File: src/rtl/serial_arith_pkg.sv
// ============================================================================
// Module  : serial_arith_pkg
// Brief   : Shared types and constants for the bit-serial arithmetic blocks.
// Revision: 1.0 - initial release
// ============================================================================
`default_nettype none

package serial_arith_pkg;

  typedef enum logic [1:0] {
    IDLE  = 2'b00,
    SHIFT = 2'b01,
    DONE  = 2'b10
  } state_t;

  localparam int DEFAULT_WIDTH = 8;

  // A 1-bit counter still needs one bit of storage, hence the floor of 1.
  function automatic int cnt_width(input int width);
    return (width > 1) ? $clog2(width) : 1;
  endfunction

  localparam int CNT_W = cnt_width(DEFAULT_WIDTH);

endpackage

`default_nettype wire

File: src/rtl/full_subtractor.sv
// ============================================================================
// Module  : full_subtractor
// Brief   : Single-bit combinational full subtractor: d = x - y - bin.
// Revision: 1.0 - initial release
// ============================================================================
`default_nettype none

module full_subtractor (
  input  logic x,
  input  logic y,
  input  logic bin,
  output logic d,
  output logic bout
);

  logic x_xor_y;

  assign x_xor_y = x ^ y;
  assign d       = x_xor_y ^ bin;
  assign bout    = (~x & y) | (~x_xor_y & bin);

endmodule

`default_nettype wire

File: src/rtl/serial_subtractor.sv
// ============================================================================
// Module  : serial_subtractor
// Brief   : Bit-serial two's-complement subtractor, diff = a - b - bin, one
//           bit per clock with a start/done handshake.
// Revision: 1.0 - initial release
// ============================================================================
`default_nettype none

module serial_subtractor
  import serial_arith_pkg::*;
#(
  parameter int WIDTH = DEFAULT_WIDTH
) (
  input  logic             clk,
  input  logic             rst_n,
  input  logic             start,
  input  logic [WIDTH-1:0] a,
  input  logic [WIDTH-1:0] b,
  input  logic             bin,
  output logic             busy,
  output logic             done,
  output logic [WIDTH-1:0] diff,
  output logic             bout,
  output logic             ovf,
  output logic             zero
);

  localparam int                 CNT_BITS = cnt_width(WIDTH);
  localparam logic [CNT_BITS-1:0] LAST_CNT = CNT_BITS'(WIDTH - 1);

  state_t              state;
  state_t              state_nxt;

  logic [WIDTH-1:0]    sa;
  logic [WIDTH-1:0]    sb;
  logic [WIDTH-2:0]    acc;
  logic                br;
  logic [CNT_BITS-1:0] cnt;
  logic                a_msb;
  logic                b_msb;

  logic                bit_d;
  logic                bit_bout;
  logic [WIDTH-1:0]    result;
  logic                accept;
  logic                last_bit;

  full_subtractor u_cell (
    .x    (sa[0]),
    .y    (sb[0]),
    .bin  (br),
    .d    (bit_d),
    .bout (bit_bout)
  );

  // acc only needs WIDTH-1 bits: the final bit is taken straight from the cell.
  assign result   = {bit_d, acc};
  assign accept   = start && (state != SHIFT);
  assign last_bit = (state == SHIFT) && (cnt == LAST_CNT);

  always_ff @(posedge clk or negedge rst_n) begin
    if (!rst_n) begin
      state <= IDLE;
    end else begin
      state <= state_nxt;
    end
  end

  always_comb begin
    state_nxt = state;
    busy      = 1'b0;
    done      = 1'b0;
    case (state)
      IDLE: begin
        if (start) state_nxt = SHIFT;
      end
      SHIFT: begin
        busy = 1'b1;
        if (cnt == LAST_CNT) state_nxt = DONE;
      end
      DONE: begin
        done      = 1'b1;
        state_nxt = start ? SHIFT : IDLE;
      end
      default: state_nxt = IDLE;
    endcase
  end

  always_ff @(posedge clk or negedge rst_n) begin
    if (!rst_n) begin
      sa    <= '0;
      sb    <= '0;
      acc   <= '0;
      br    <= 1'b0;
      cnt   <= '0;
      a_msb <= 1'b0;
      b_msb <= 1'b0;
      diff  <= '0;
      bout  <= 1'b0;
      ovf   <= 1'b0;
      zero  <= 1'b0;
    end else begin
      if (accept) begin
        sa    <= a;
        sb    <= b;
        br    <= bin;
        cnt   <= '0;
        acc   <= '0;
        a_msb <= a[WIDTH-1];
        b_msb <= b[WIDTH-1];
      end else if (state == SHIFT) begin
        sa  <= {1'b0, sa[WIDTH-1:1]};
        sb  <= {1'b0, sb[WIDTH-1:1]};
        br  <= bit_bout;
        acc <= result[WIDTH-1:1];
        cnt <= cnt + CNT_BITS'(1);
      end

      // Results are published only on DONE entry so partial sums never leak out.
      if (last_bit) begin
        diff <= result;
        bout <= bit_bout;
        ovf  <= (a_msb ^ b_msb) & (bit_d ^ a_msb);
        zero <= ~|result;
      end
    end
  end

endmodule

`default_nettype wire

File: config.mk
export PLATFORM = sky130hd
export DESIGN_NAME = serial_subtractor
export DESIGN_NICKNAME = d
export VERILOG_FILES = /design/src/rtl/serial_arith_pkg.sv /design/src/rtl/full_subtractor.sv /design/src/rtl/serial_subtractor.sv
export SDC_FILE = /design/constraint.sdc
export NUM_CORES = 1
export LEC_CHECK = 0
export ABC_CLOCK_PERIOD_IN_PS = 3670
export BUFFER_PORTS_ARGS = -buffer_cell sky130_fd_sc_hd__buf_4
export CAP_MARGIN = 10
export CORE_MARGIN = 3
export CORE_UTILIZATION = 45
export DETAILED_ROUTE_END_ITERATION = 16
export PLACE_DENSITY = 0.63
export SYNTH_ARGS = -nofsm -noshare
export SYNTH_HDL_FRONTEND = slang
export SYNTH_SLANG_ARGS = --single-unit
File: constraint.sdc
create_clock -name clk -period 3.67 [get_ports clk]
set_clock_uncertainty 0.05 [all_clocks]
set_input_delay 0.734 -clock clk [delete_from_list [all_inputs] [get_ports clk]]
set_output_delay 0.734 -clock clk [all_outputs]
set_load 0.005 [all_outputs]
### Word level (Yosys, flattened, before mapping)

Index checks and enable logic that the tools add are counted.

* add/subtract/negate cells: 1
* muxes and demuxes: 16
* bitwise logic cells: 10
* equal/unequal tests: 6
* reductions and logical operators: 7

Operator list (number)
* 2-to-1 mux 8 bit: 4
* 2-to-1 mux 7 bit: 2
* OR reduction 8 bit: 1
* 2-to-1 mux 3 bit: 2
* case mux 2 bit (3 select lines): 1
* 2-to-1 mux 1 bit: 5
* 2-to-1 mux 2 bit: 2
* != test 2 bit (second input constant): 2
* bitwise XOR 1 bit: 4
* adder 3 x 1 -> 3 bit (second input constant): 1
* bitwise AND 1 bit: 3
* == test 3 bit (second input constant): 1
* == test 2 x 1 -> 1 bit (second input constant): 1
* == test 2 bit (second input constant): 1
* logical AND 1 bit: 2
* logical NOT 2 bit: 1
* != test 2 x 1 -> 1 bit (second input constant): 1
* NOT 1 bit: 2
* AND reduction 2 bit: 1
* nonzero test 2 bit: 1
* logical NOT 1 bit: 1
* bitwise OR 1 bit: 1

* output and inout port bits: 13
* register bits: 42
* bits of input ports: 20

### Longest topological paths before layout

Gate-level depths: netlist of the first run.

* word-level depth: 6
* depth in mapped cells: 6
* depth with buffers taken out: 5

### By module

A second synthesis of the first run with hierarchy kept.

* cell total of the unflattened synthesis: 164
* area total of the unflattened synthesis: 1835.5 µm²

Modules (own cells, without submodules)
* serial_subtractor: area an instance 1804.2 µm², cells each 160, instances 1
* full_subtractor: area an instance 31.3 µm², cells each 4, instances 1

### Worst setup path after synthesis of the first run

Ideal clock, no wire load.

* kind: flip-flop to output port
* from: register state[1]
* to: output busy
* path slack: 2041 ps
* data required time: 2886 ps
* path buffers: 1
* stages on the path, launching flop included: 4
* data arrival time: 845 ps
* cells stage by stage: dfrtp_1 > nand2b_1 > inv_1 > buf_4

* longest elaborated chain between the ends: 2

Ends and longest elaborated chain
* start: declaration: RTL line serial_subtractor.sv:31 `state_t state;`
* start signal: assignment: RTL line serial_subtractor.sv:65 `state <= state_nxt;`
* == test 2 x 1 -> 1 bit: RTL line serial_subtractor.sv:73 `case (state)`
* 2-to-1 mux 1 bit: RTL line serial_subtractor.sv:73
* end: declaration: RTL line serial_subtractor.sv:20 `output logic busy,`

Every way passes these cells.

### Final worst setup path of the first run

Ends and elaborated chain as after synthesis.

==> run_results.csv, run 1 <==
group,metric,value,unit
global_route,track_usage,14.8,%
global_route,grt_pass1_wl,5770,um
sta,slew_headroom,65.7,%
clock_tree,cts-root-buf,"clkbuf_8",
floorplan,dieArea,4860,um2
critical_path,arrival,1.56,ns
placed_design,io_buffers,32,
outcome,status,"finished, final reports clean",
clock_tree,clock_latency,0.29,ns
synthesis,syn_nets,187,
synthesis,syn_inst,164,
placed_design,placed_cell_area,2070,um2
floorplan,initial_utilization,48.4,%
clock_tree,post_cts_buffers,0,
clock_tree,numClockSinks,42,
routing,dr.pass1.iters,4,
layout,multi_input_area,697,um2
global_route,overflow,0,
global_route,grt_pass1_vias,1239,
layout,regArea,1050,um2
power,vdd_drop_max,276,uV
clock_tree,cts_resized,0,
placed_design,dp_slack,1.65,ns
floorplan,die_h,69.7,um
sta,hold_ws,0.362,ns
sta,hold_violations,0,
routing,vias,1243,
layout,area_delta_synth_final,18.6,%
clock_tree,cts_tree,"yes",
power,p_total,1.66,mW
routing,post_drt_wl_per_cell,13.2,um
synthesis,seq_area_frac_synth,57.6,%
routing,ant_nets,0,
routing,drtIter0Drc,94,
sta,worst_slack,1.33,ns
clock_tree,cts_hold_buf,0,
synthesis,synth_top_cell_area_share,57.6,%
routing,via_per_inst,5.09,
critical_path,path_cells,"nand2b_1 > inv_1 > buf_4 > buf_4",
routing,finalWirelength,3230,um
layout,n_antenna_cell,0,
global_route,grt_max_degree,51,
floorplan,row_count,22,
layout,layout-drive-gt1-share,26.0,%
critical_path,critical_path_class,"reg -> out",
synthesis,syn_area,1830,um2
sta,finalCritPeriodShare,63.8,%
power,p_per_area,768,nW/um2
job,maxCapViolations,0,
sta,fin_tns_setup,0,ns
critical_path,cp-start-kind,"register",
routing,drc_errors,0,
critical_path,slowest_delay,0.40,ns
synthesis,synth_cell_types,21,
global_route,antenna_found_initial,0,
clock_tree,path_clk_slew,0.07,ns
synthesis,synth_area_leader_cell,"dfrtp_1",
synthesis,ys_warn_count,0,
synthesis,avgSynthCellArea,11.1,um2
sta,worst_pin_slew,0.515,ns
power,p_leak,1.07,nW
synthesis,synth_area_leaders,"dfrtp_1 58%, mux2i_1 9.3%, nand2_1 8.0%",
clock_tree,clockBufferDepth,2,
sta,finalSetupViolCount,0,
critical_path,critPathMaxFanout,50,
critical_path,critPathRequiredTime,2.89,ns
critical_path,cp.buffers_inverters,3,
layout,final_cell_area,2170,um2
floorplan,core-area,3770,um2
sta,rsz0062_at_grt,"no",
floorplan,die_width,69.7,um
critical_path,worst_setup_path_end_kind,"primary output",
placed_design,place_congestion,0.721,
sta,max_freq,427,MHz
layout,fin_nets,218,
synthesis,synth_seq_cells,42,
clock_tree,cts.htree.levels,2,
critical_path,crit_family,"buffers and inverters",
floorplan,ios,33,
sta,drv_slew,0,
critical_path,critPathSlowestCell,"dfrtp_1",
critical_path,crit_top_cell,"buf_4",
sta,final.min_clock_period,2.34,ns
layout,fill_cells,321,
clock_tree,numCtsBuffers,5,
min_path,min_path_type,"in -> async",
placed_design,dp_hpwl,2260,um
-- cell families (layout without fill, tap and decap cells) --
| kind of cell | after synthesis | count (layout) | synth area share (%) |
|---|---|---|---|
| DFF | 42 | 42 | 57.6 |
| AOI/OAI and AO/OA | 30 | 30 | 8.57 |
| and+or+nand+nor | 48 | 48 | 11.7 |
| buffers and inverters | 14 | 46 | 4.25 |
| adders and majority gates | 3 | 3 | 2.47 |
| muxes | 27 | 27 | 15.5 |
-- where the power goes --
| group | leakage, nW | total [mW] | internal (mW) | switching [mW] |
|---|---|---|---|---|
| Sequential | 0.529 | 0.792 | 0.663 | 0.130 |
| Combinational | 0.495 | 0.569 | 0.285 | 0.285 |
| Clock | 0.0482 | 0.301 | 0.152 | 0.149 |
-- flip-flops by register name (all words and copies together) (netlist names) --
name and count:
diff 8, sa 8, sb 8, acc 7, cnt 3, state 2
a_msb 1, b_msb 1, bout 1, br 1, ovf 1, zero 1
-- final timing paths --
path | end | cells past startpoint | startpoint | slack, ns
worst min-delay path | zero | 1 | rst_n | 0.36
worst min register to register | zero | 2 | zero | 0.44
worst max register to register | zero | 5 | sb[0] | 2.04
max in group asynchronous | sb[5] | 1 | rst_n | 2.85
worst max-delay path | busy | 4 | state[1] | 1.33
min in group clk | zero | 2 | zero | 0.44
-- Yosys cell counts, drive strengths merged --
library cell and count:
fa 1, mux2 10, nor3b 1, o22ai 1
nand3b 1, nor2b 2, o211a 1, dfrtp 42
ha 2, buf 7, nor2 2, nand2 39
o21ai 26, inv 5, mux2i 17, a21oi 2
nand2b 1, clkbuf 2, nor4 2
-- worst register-to-register path: cells and delay by family, from the launching register on --
family | cells | cell delay [ns]
and+or+nand+nor | 2 | 0.36
DFF | 1 | 0.37
buffers and inverters | 1 | 0.07
adders and majority gates | 1 | 0.56
AOI/OAI and AO/OA | 1 | 0.14
-- metal layers --
metal  vias up  track usage, %  share of wire, %
li1        616               -                 -
met1       590            18.9                45
met2        30            22.9                47
met3         7            5.94               6.0
met4         0            5.11               1.4
met5         -               0                 0
-- final cells by class --
class / instances / area share (%)
clock inverters: 1 / 0.231
flip-flops and latches: 42 / 48.5
well taps: 48 / 2.77
inverters: 5 / 0.867
clock buffers: 7 / 3.99
repair buffers: 33 / 11.4
multi-input cells: 108 / 32.2
-- layout by cell type (no fill, tap or decap) --
| master | instances |
|---|---|
| nor2_1 | 2 |
| mux2_2 | 10 |
| clkbuf_1 | 1 |
| mux2i_1 | 17 |
| fa_1 | 1 |
| nor4_1 | 2 |
| nor2b_1 | 2 |
| clkinv_2 | 1 |
| dfrtp_1 | 42 |
| nor3b_1 | 1 |
| inv_1 | 5 |
| nand2b_1 | 1 |
| o21ai_0 | 26 |
| nand3b_4 | 1 |
| a21oi_1 | 2 |
| buf_4 | 33 |
| o22ai_1 | 1 |
| clkbuf_8 | 6 |
| nand2_1 | 39 |
| o211a_1 | 1 |
| ha_1 | 2 |
-- through the flow --
stage	util, %	cells
2_1_floorplan	-	164
3_3_place_gp	55.0	236
3_5_place_dp	55.0	236
4_1_cts	57.4	244
5_1_grt	57.4	244
6_report	57.4	244
(Power assumes the default switching activity.)
==> run 2: changes to the inputs <==
--- a/config.mk
+++ b/config.mk
@@ -5,7 +5,7 @@
 export SDC_FILE = /design/constraint.sdc
 export NUM_CORES = 1
 export LEC_CHECK = 0
-export ABC_CLOCK_PERIOD_IN_PS = 3670
+export ABC_CLOCK_PERIOD_IN_PS = 2190
 export BUFFER_PORTS_ARGS = -buffer_cell sky130_fd_sc_hd__buf_4
 export CAP_MARGIN = 10
 export CORE_MARGIN = 3
==> constraint.sdc (replaced) <==
create_clock -name clk -period 2.19 [get_ports clk]
set_clock_uncertainty 0.05 [all_clocks]
set_input_delay 0.438 -clock clk [delete_from_list [all_inputs] [get_ports clk]]
set_output_delay 0.438 -clock clk [all_outputs]
set_load 0.005 [all_outputs]
==> run_results.csv, run 2 (synthesized netlist as in run 1, its figures left out) <==
group,metric,value,unit
outcome,status,"finished, final reports clean",
clock_tree,path_clk_slew,0.08,ns
layout,layout-drive-gt1-share,26.4,%
clock_tree,clock_latency,0.30,ns
critical_path,path_cells,"nand2b_1 > inv_1 > buf_4",
sta,finalSetupViolCount,0,
critical_path,rr_startpoint,"sb[0]",
clock_tree,cts.htree.levels,2,
routing,via_per_inst,5.02,
clock_tree,numClockSinks,42,
global_route,overflow,0,
routing,drtIter0Drc,105,
sta,finalCritPeriodShare,77.5,%
routing,post_drt_wl_per_cell,13.5,um
global_route,track_usage,15.5,%
placed_design,io_buffers,32,
floorplan,dieArea,4860,um2
floorplan,row_count,22,
global_route,grt_pass1_wl,5930,um
critical_path,critPathRequiredTime,1.70,ns
clock_tree,cts_resized,0,
layout,mostFrequentLayoutCells,"42 x dfrtp_1, 39 x nand2_1, 34 x buf_4",
layout,multi_input_area,697,um2
floorplan,ios,33,
critical_path,timing.rr.end,"zero",
layout,fin_nets,219,
critical_path,ff2ff_setup_slack,0.64,ns
sta,drv_slew,0,
routing,finalWirelength,3300,um
sta,rsz0062_at_grt,"no",
clock_tree,cts-root-buf,"clkbuf_8",
min_path,min_path_type,"in -> async",
critical_path,worst_setup_path_end_kind,"primary output",
power,p_leak,1.08,nW
floorplan,die_width,69.7,um
global_route,grt_max_degree,43,
routing,dr.pass1.iters,4,
layout,regArea,1050,um2
layout,area_delta_synth_final,19.1,%
global_route,grt-busiest-layer,"met2",
routing,vias,1230,
critical_path,reg2reg_depth,5,
layout,fin_util,57.6,%
critical_path,arrival,1.21,ns
critical_path,cp.buffers_inverters,2,
layout,layout_commonest_cell,"dfrtp_1",
power,p_per_area,1290,nW/um2
critical_path,cp-start-kind,"register",
routing,ant_nets,0,
clock_tree,cts_hold_buf,0,
critical_path,critical_path_class,"reg -> out",
job,maxCapViolations,0,
sta,max_freq,589,MHz
global_route,grt_use_met1,20.2,%
layout,reg_top3,"diff (8), sa (8), sb (8)",
sta,worst_pin_slew,0.524,ns
global_route,grt_util_met2,23.2,%
critical_path,crit_family,"flip-flops",
clock_tree,clockBufferDepth,2,
global_route,grt_pass1_vias,1271,
floorplan,initial_utilization,48.4,%
clock_tree,post_cts_buffers,0,
critical_path,critPathMaxFanout,6,
placed_design,dp_hpwl,2290,um
sta,hold_violations,0,
sta,slew_headroom,65.1,%
floorplan,core-area,3770,um2
clock_tree,cts_tree,"yes",
sta,hold_ws,0.0620,ns
sta,final.min_clock_period,1.70,ns
layout,fill_cells,337,
critical_path,critPathSlowestCell,"dfrtp_1",
power,vdd_drop_max,499,uV
global_route,antenna_found_initial,0,
clock_tree,numCtsBuffers,5,
critical_path,slowest_delay,0.44,ns
floorplan,die_h,69.7,um
global_route,use_met3,6.38,%
sta,fin_tns_setup,0,ns
layout,n_antenna_cell,0,
placed_design,place_congestion,0.765,
routing,drc_errors,0,
-- run 2: changes by cell type in the layout (fill, tap and decap cells not counted), sizes merged --
cell / previous run / this run
buf: 33 / 34
-- run 2: worst max path at each step --
stage / start / depth (start not counted) / endpoint
4_1_cts: state[0] / 3 / busy
3_3_place_gp: sb[0] / 5 / zero
3_5_place_dp: sb[0] / 5 / zero
2_1_floorplan: cnt[0] / 5 / diff[0]
5_1_grt: state[0] / 3 / busy
6_report: state[0] / 3 / busy
-- run 2: worst reg2reg max path: stages (launching register included) --
cell     delay, ns
dfrtp_1       0.35
inv_1         0.06
fa_1          0.55
nor4_1        0.25
nand2_1       0.08
o21ai_0       0.14
-- run 2: metal layers --
metal | routed length [um] | part of all wire (%) | vias to the layer above
met5 | 0 | 0 | -
met4 | 34 | 1.0 | 0
met3 | 200 | 6.1 | 4
met2 | 1520 | 46 | 26
met1 | 1540 | 47 | 583
li1 | - | - | 617
-- run 2: power by group --
group          leakage [nW]  switching, mW  total [mW]  internal, mW
clock                0.0482          0.255       0.509         0.254
sequential            0.529          0.221        1.33          1.11
combinational         0.499          0.476       0.966         0.489
-- run 2: area by class of cell --
cell class	count	area share, %
well taps	48	2.76
clock inverters	1	0.230
multi-input cells	108	32.1
flip-flops and latches	42	48.4
repair buffers	34	11.7
inverters	5	0.864
clock buffers	7	3.97
-- run 2: per-stage QoR --
stage / std cells / total power, mW / area (um2) / worst slack (ns)
6_report: 245 / 2.81 / 2170 / 0.493
5_1_grt: 245 / 3.08 / 2170 / 0.391
4_1_cts: 245 / 2.85 / 2170 / 0.473
3_5_place_dp: 237 / 2.34 / 2080 / 0.642
3_3_place_gp: 237 / 2.29 / 2080 / 0.675
2_1_floorplan: 164 / 1.97 / 1830 / 0.675
